File: config.mk
export PLATFORM = sky130hd
export DESIGN_NAME = register_bank
export DESIGN_NICKNAME = d
export VERILOG_FILES = /design/src/rtl/register_bank.sv
export SDC_FILE = /design/constraint.sdc
export NUM_CORES = 2
export LEC_CHECK = 0
export CORE_MARGIN = 2
export CORE_UTILIZATION = 60
export CTS_CLUSTER_DIAMETER = 150
export DETAILED_ROUTE_END_ITERATION = 10
export PLACE_DENSITY = 0.77
export SLEW_MARGIN = 40
export SYNTH_ARGS = -nofsm -noshare
export SYNTH_HDL_FRONTEND = slang
export SYNTH_SLANG_ARGS = --single-unit
File: constraint.sdc
create_clock -name clk -period 5.45 [get_ports clk]
set_input_delay 1.635 -clock clk [delete_from_list [all_inputs] [get_ports clk]]
set_output_delay 1.635 -clock clk [all_outputs]
set_load 0.05 [all_outputs]
File: src/rtl/register_bank.sv
// 32 x 64-bit integer register file: two combinational read ports and one
// synchronous write port. Register 0 always reads as zero.
module register_bank #(
  parameter int ADDR_WIDTH = 5,
  parameter int DATA_WIDTH = 64
) (
  input  logic                  clk,
  input  logic                  rst_n,
  input  logic [ADDR_WIDTH-1:0] register1,
  input  logic [ADDR_WIDTH-1:0] register2,
  input  logic [ADDR_WIDTH-1:0] register3,
  input  logic [DATA_WIDTH-1:0] datain,
  input  logic                  regwrite,
  output logic [DATA_WIDTH-1:0] dataout1,
  output logic [DATA_WIDTH-1:0] dataout2
);

  localparam int NUM_REGS = 2 ** ADDR_WIDTH;

  logic [DATA_WIDTH-1:0] r_regs [NUM_REGS];
  logic                  w_wr_en;
  logic                  w_rd1_zero;
  logic                  w_rd2_zero;

  // Writes to index 0 are dropped here so that entry never leaves its reset value.
  assign w_wr_en = regwrite && (register3 != '0);

  always_ff @(posedge clk or negedge rst_n) begin
    if (!rst_n) begin
      for (int i = 0; i < NUM_REGS; i++) begin
        r_regs[i] <= '0;
      end
    end else if (w_wr_en) begin
      r_regs[register3] <= datain;
    end
  end

  // Index 0 is forced to zero on the read side as well, so no bypass or
  // pre-reset content can ever leak out of it.
  assign w_rd1_zero = (register1 == '0);
  assign w_rd2_zero = (register2 == '0);

  assign dataout1 = w_rd1_zero ? '0 : r_regs[register1];
  assign dataout2 = w_rd2_zero ? '0 : r_regs[register2];

endmodule

Word level (Yosys, flattened, before mapping)
Cells that the tools add are included.
Widths: inputs -> output; s select.
{ "word_totals": {"in_bits": 82, "elab_cells": 55, "out_inout_bits": 128, "regBits": 2048} }
{ "op_classes": {"bitwise_logic": 3, "muxes": 11, "reduce_logical": 5, "n_lt_le_gt_ge": 4} }
{ "ops": {"columns": ["cell", "n"], "rows": [
  ["$bwmux 2048", 1],
  ["$bmux 64 s5", 2],
  ["$mux 64", 7],
  ["$demux 64 s5", 1],
  ["$ge 6x6->1 const B", 3],
  ["$not 5->6", 3],
  ["$logic_not 5->1", 2],
  ["$lt 6x1->1 const B", 1],
  ["$reduce_bool 5->1", 1],
  ["$logic_and 1x1->1", 2]
]} }

Longest topological paths before layout
{ "logic_depth": {"ltp_word": 6, "mapped_depth": 9, "mapped_depth_nobuf": 4} }

Least setup slack after synthesis
No wires, ideal clock.
{ "synth_timing": {"kind": "input to output", "start": "input port register2[0]", "end": "output port dataout2[0]", "required_time_ps": 3815, "n_path_buf": 5, "path_slack_ps": -1400, "path_stages": 9, "arrival_time_ps": 5215, "cell_sequence": "buf_2 > buf_6 > buf_4 > buf_4 > buf_4 > nor2_1 > a22oi_1 > a21oi_1 > a2111oi_0"} }
{ "synth_via": {"elab_chain_len": 5, "elab_cells_between_ends": 6, "cone_classes": "mux (4); bitwise (1); reduce/logical (1)"} }
{ "synth_lines": {"columns": ["item", "line_no", "source"], "rows": [
  ["start: declaration", "10", "input logic [ADDR_WIDTH-1:0] register2,"],
  ["$not 5->6 (implied by the code)", "44", "assign dataout2 = w_rd2_zero ? '0 : r_regs[register2];"],
  ["$bmux 64 s5", "44", null],
  ["$mux 64 (implied by the code) (2 in a row)", "44", null],
  ["$mux 64 *", "44", null],
  ["end: declaration", "15", "output logic [DATA_WIDTH-1:0] dataout2"]
]} }
Mark *: on every way between the ends. The rest lies on a longest branch, timed or not. The select of a mux whose other input is x is not followed.

Final worst setup path
{ "layout_timing": {"start": "input port register2[2]", "end": "output port dataout2[53]"} }
Same word-level chain as after synthesis.

==> flow_summary.json <==
{
  "status": "complete, but fails checks",
  "violations": "negative setup slack",
  "synth_cell_types": 53,
  "cp_slowest_cell": "a2111oi_4",
  "grt_pass1_wl_um": 492000,
  "die_area_um2": 184000,
  "top_register": "r_regs",
  "fmax_mhz": 182,
  "area_delta_synth_final_pct": 14.3,
  "dp_hpwl_um": 199000,
  "path_clk_slew_ps": 60,
  "cts_tree": "yes",
  "power_density_nw_per_um2": 372,
  "crit_type": "input pin to primary output",
  "nets": 7170,
  "max-slew-margin-rel_pct": 39.2,
  "place_congestion": 0.858,
  "h-tree-depth": 4,
  "synth.avg_cell_area_um2": 15.5,
  "p_leak_nw": 54.6,
  "start_util_pct": 60.6,
  "postRouteAntennaNets": 0,
  "crit_chain": "buf_8 -> nand2b_1 -> buf_4 -> o22ai_1 -> nor3_1 -> a2111oi_4 -> buf_12",
  "synth.cell_area_um2": 108000,
  "max_stage_delay_ps": 690,
  "stdcell_count": 9635,
  "worstPathRequired_ps": 3820,
  "totalWireLength_um": 332000,
  "num_rows": 155,
  "core_um2": 179000,
  "grt_pass1_vias": 72156,
  "ios": 210,
  "synthArstFlopShare_pct": 100,
  "ys_ff_latch": 2048,
  "synthesis.nets": 7078,
  "p_total_mw": 46.1,
  "first_iter_violations": 7306,
  "top_regs": "r_regs: 2048 flops",
  "clock_latency_ps": 860,
  "synth-edff-count": 0,
  "dieHeight_um": 429,
  "cp_top_family": "compound AO/OA/AOI/OAI gates",
  "post_drt_wl_per_cell_um": 34.4,
  "ys_warn_count": 0,
  "cts_buffer_depth": 3,
  "seq_area_frac_synth_pct": 47.3,
  "setup_viol": 3,
  "dp_cells": 9225,
  "hold_violations": 0,
  "drive_gt1_share_pct": 55.8,
  "cp-end-kind": "primary output",
  "largest_reg_flops": 2048,
  "timing.final.crit_share_pct": 101,
  "max_cap_viol_count": 0,
  "cp-start-kind": "input pin",
  "grt_max_degree": 141,
  "grt_usage_pct": 36.3,
  "clock_sinks": 2048,
  "layout_setup_ws_ps": -49.6,
  "viasPerCell": 7.22,
  "timing.hold.ws_ps": 375,
  "drtPass1Iterations": 5,
  "cp_max_fo": 25,
  "worst_slew_pin_slew_ps": 910,
  "vdd_drop_max_mv": 0.302,
  "place_ws_ps": -133,
  "vias": 69599,
  "synthCells": 6996,
  "maxSlewViolCount": 0,
  "finalCriticalPeriod_ps": 5500,
  "hold_buffers": 0,
  "fillers": 11627,
  "numCtsBuffers": 211,
  "antenna_found_initial": 21,
  "skew_ps": 0,
  "arrival_ps": 3860,
  "port_buffers": 209,
  "synth-main-ff-cell": "dfrtp_1",
  "path_buf_inv": 3,
  "die_w_um": 429,
  "overflow": 0,
  "fin_util_pct": 69.2,
  "drc_errors": 0,
  "worstHoldPathType": "register to register",
  "cts-root-buf": "clkbuf_16"
}
==> cell type report <==
class                           count  area, um2  area share (%)
Clock inverter                     96       1220           0.982
Inverter                            1       3.75         0.00303
Clock buffer                      297       6050            4.89
Sequential cell                  2048      51200            41.4
Multi-Input combinational cell   4133      54000            43.6
Timing Repair Buffer              693       8340            6.73
Antenna cell                       12       30.0          0.0243
Tap cell                         2355       2950            2.38
==> Yosys cell counts (all sizes together), types with 3 or more instances <==
library cell,n,area [um2]
a21o,43,323
or2,44,275
o22ai,151,945
buf,359,1850
nand3,85,425
and3,3,18.8
a22o,14,123
a2111o,3,33.8
clkbuf,455,1710
or3,3,18.8
mux2i,419,4190
nand2,77,289
o21ai,4,20.0
nor4,11,90.1
o211ai,4,30.0
o221ai,3,26.3
mux2,2024,22800
nand4b,3,26.3
a21oi,16,80.1
nor2,33,124
a22oi,57,428
a221oi,5,43.8
o22a,9,78.8
and2,9,56.3
nand4,3,18.8
nand2b,11,68.8
a211oi,12,90.1
a2111oi,8,70.1
a31o,11,96.3
nor3,15,95.1
dfrtp,2048,51200
mux4,979,22000
nor2b,44,275
o32ai,4,35.0
a211o,15,131
==> power breakdown <==
part	internal, mW	switching, mW	total, mW
Combinational	6.15	4.48	10.6
Clock	8.81	6.37	15.2
Sequential	18.1	2.19	20.3
Total	33.1	13.0	46.1
==> routing by layer <==
layer | track usage [%] | wire length (um)
met1 | 49.2 | 126000
met2 | 56.5 | 156000
met4 | 18.5 | 19900
met5 | 0 | 38
met3 | 7.17 | 29500
==> metrics by stage <==
step | area (um2) | TNS, ps
4_1_cts | 124000 | 0
6_report | 124000 | -95.4
2_1_floorplan | 108000 | -64.0
5_1_grt | 124000 | -4.72
3_3_place_gp | 117000 | -914
3_5_place_dp | 116000 | -1100
==> layout by cell type (no fill, tap or decap), drive strengths merged, types with 4 or more instances in the layout <==
master,Yosys,routed
a2111oi,8,8
a211o,15,15
a211oi,12,12
a21o,43,43
a21oi,16,16
a221oi,5,5
a22o,14,14
a22oi,57,57
a31o,11,11
and2,9,9
buf,359,684
bufinv,0,22
clkbuf,455,299
clkdlybuf4s50,0,6
clkinv,0,58
clkinvlp,0,6
dfrtp,2048,2048
diode,0,12
inv,1,11
mux2,2024,2024
mux2i,419,419
mux4,979,979
nand2,77,77
nand2b,11,11
nand3,85,85
nor2,33,33
nor2b,44,44
nor3,15,15
nor4,11,11
o211ai,4,4
o21ai,4,4
o22a,9,9
o22ai,151,151
o32ai,4,4
or2,44,44
==> final timing paths <==
check / start / to / slack, ps / depth (start not counted)
worst min-delay path: r_regs[2036] / r_regs[2036] / 380 / 0
worst max register to register: r_regs[472] / r_regs[472] / 4590 / 1
max in group asynchronous: rst_n / r_regs[1136] / 3180 / 3
worst max-delay path: register2[2] / dataout2[53] / -50 / 7
min in group asynchronous: rst_n / r_regs[1222] / 620 / 1
worst min register to register: r_regs[2036] / r_regs[2036] / 380 / 0
==> repair_timing <==
action / in CTS / in global routing
endpoints found under the hold margin: 0 / 0
endpoints found under the setup margin: 37 / 6
cloned: 1 / 1
resized for setup: 6 / 3
setup buffers: 1 / 0
==> logic make-up (layout without fill, tap and decap cells) <==
group | count (synthesis) | in the layout | synth area share [%]
muxes | 3422 | 3422 | 45.3
other | 0 | 12 | 0
AOI/OAI and AO/OA | 367 | 367 | 2.43
buffers and inverters | 815 | 1087 | 3.29
DFF | 2048 | 2048 | 47.3
and+or+nand+nor | 344 | 344 | 1.67
Note: power is estimated with default switching activity, not from simulation.
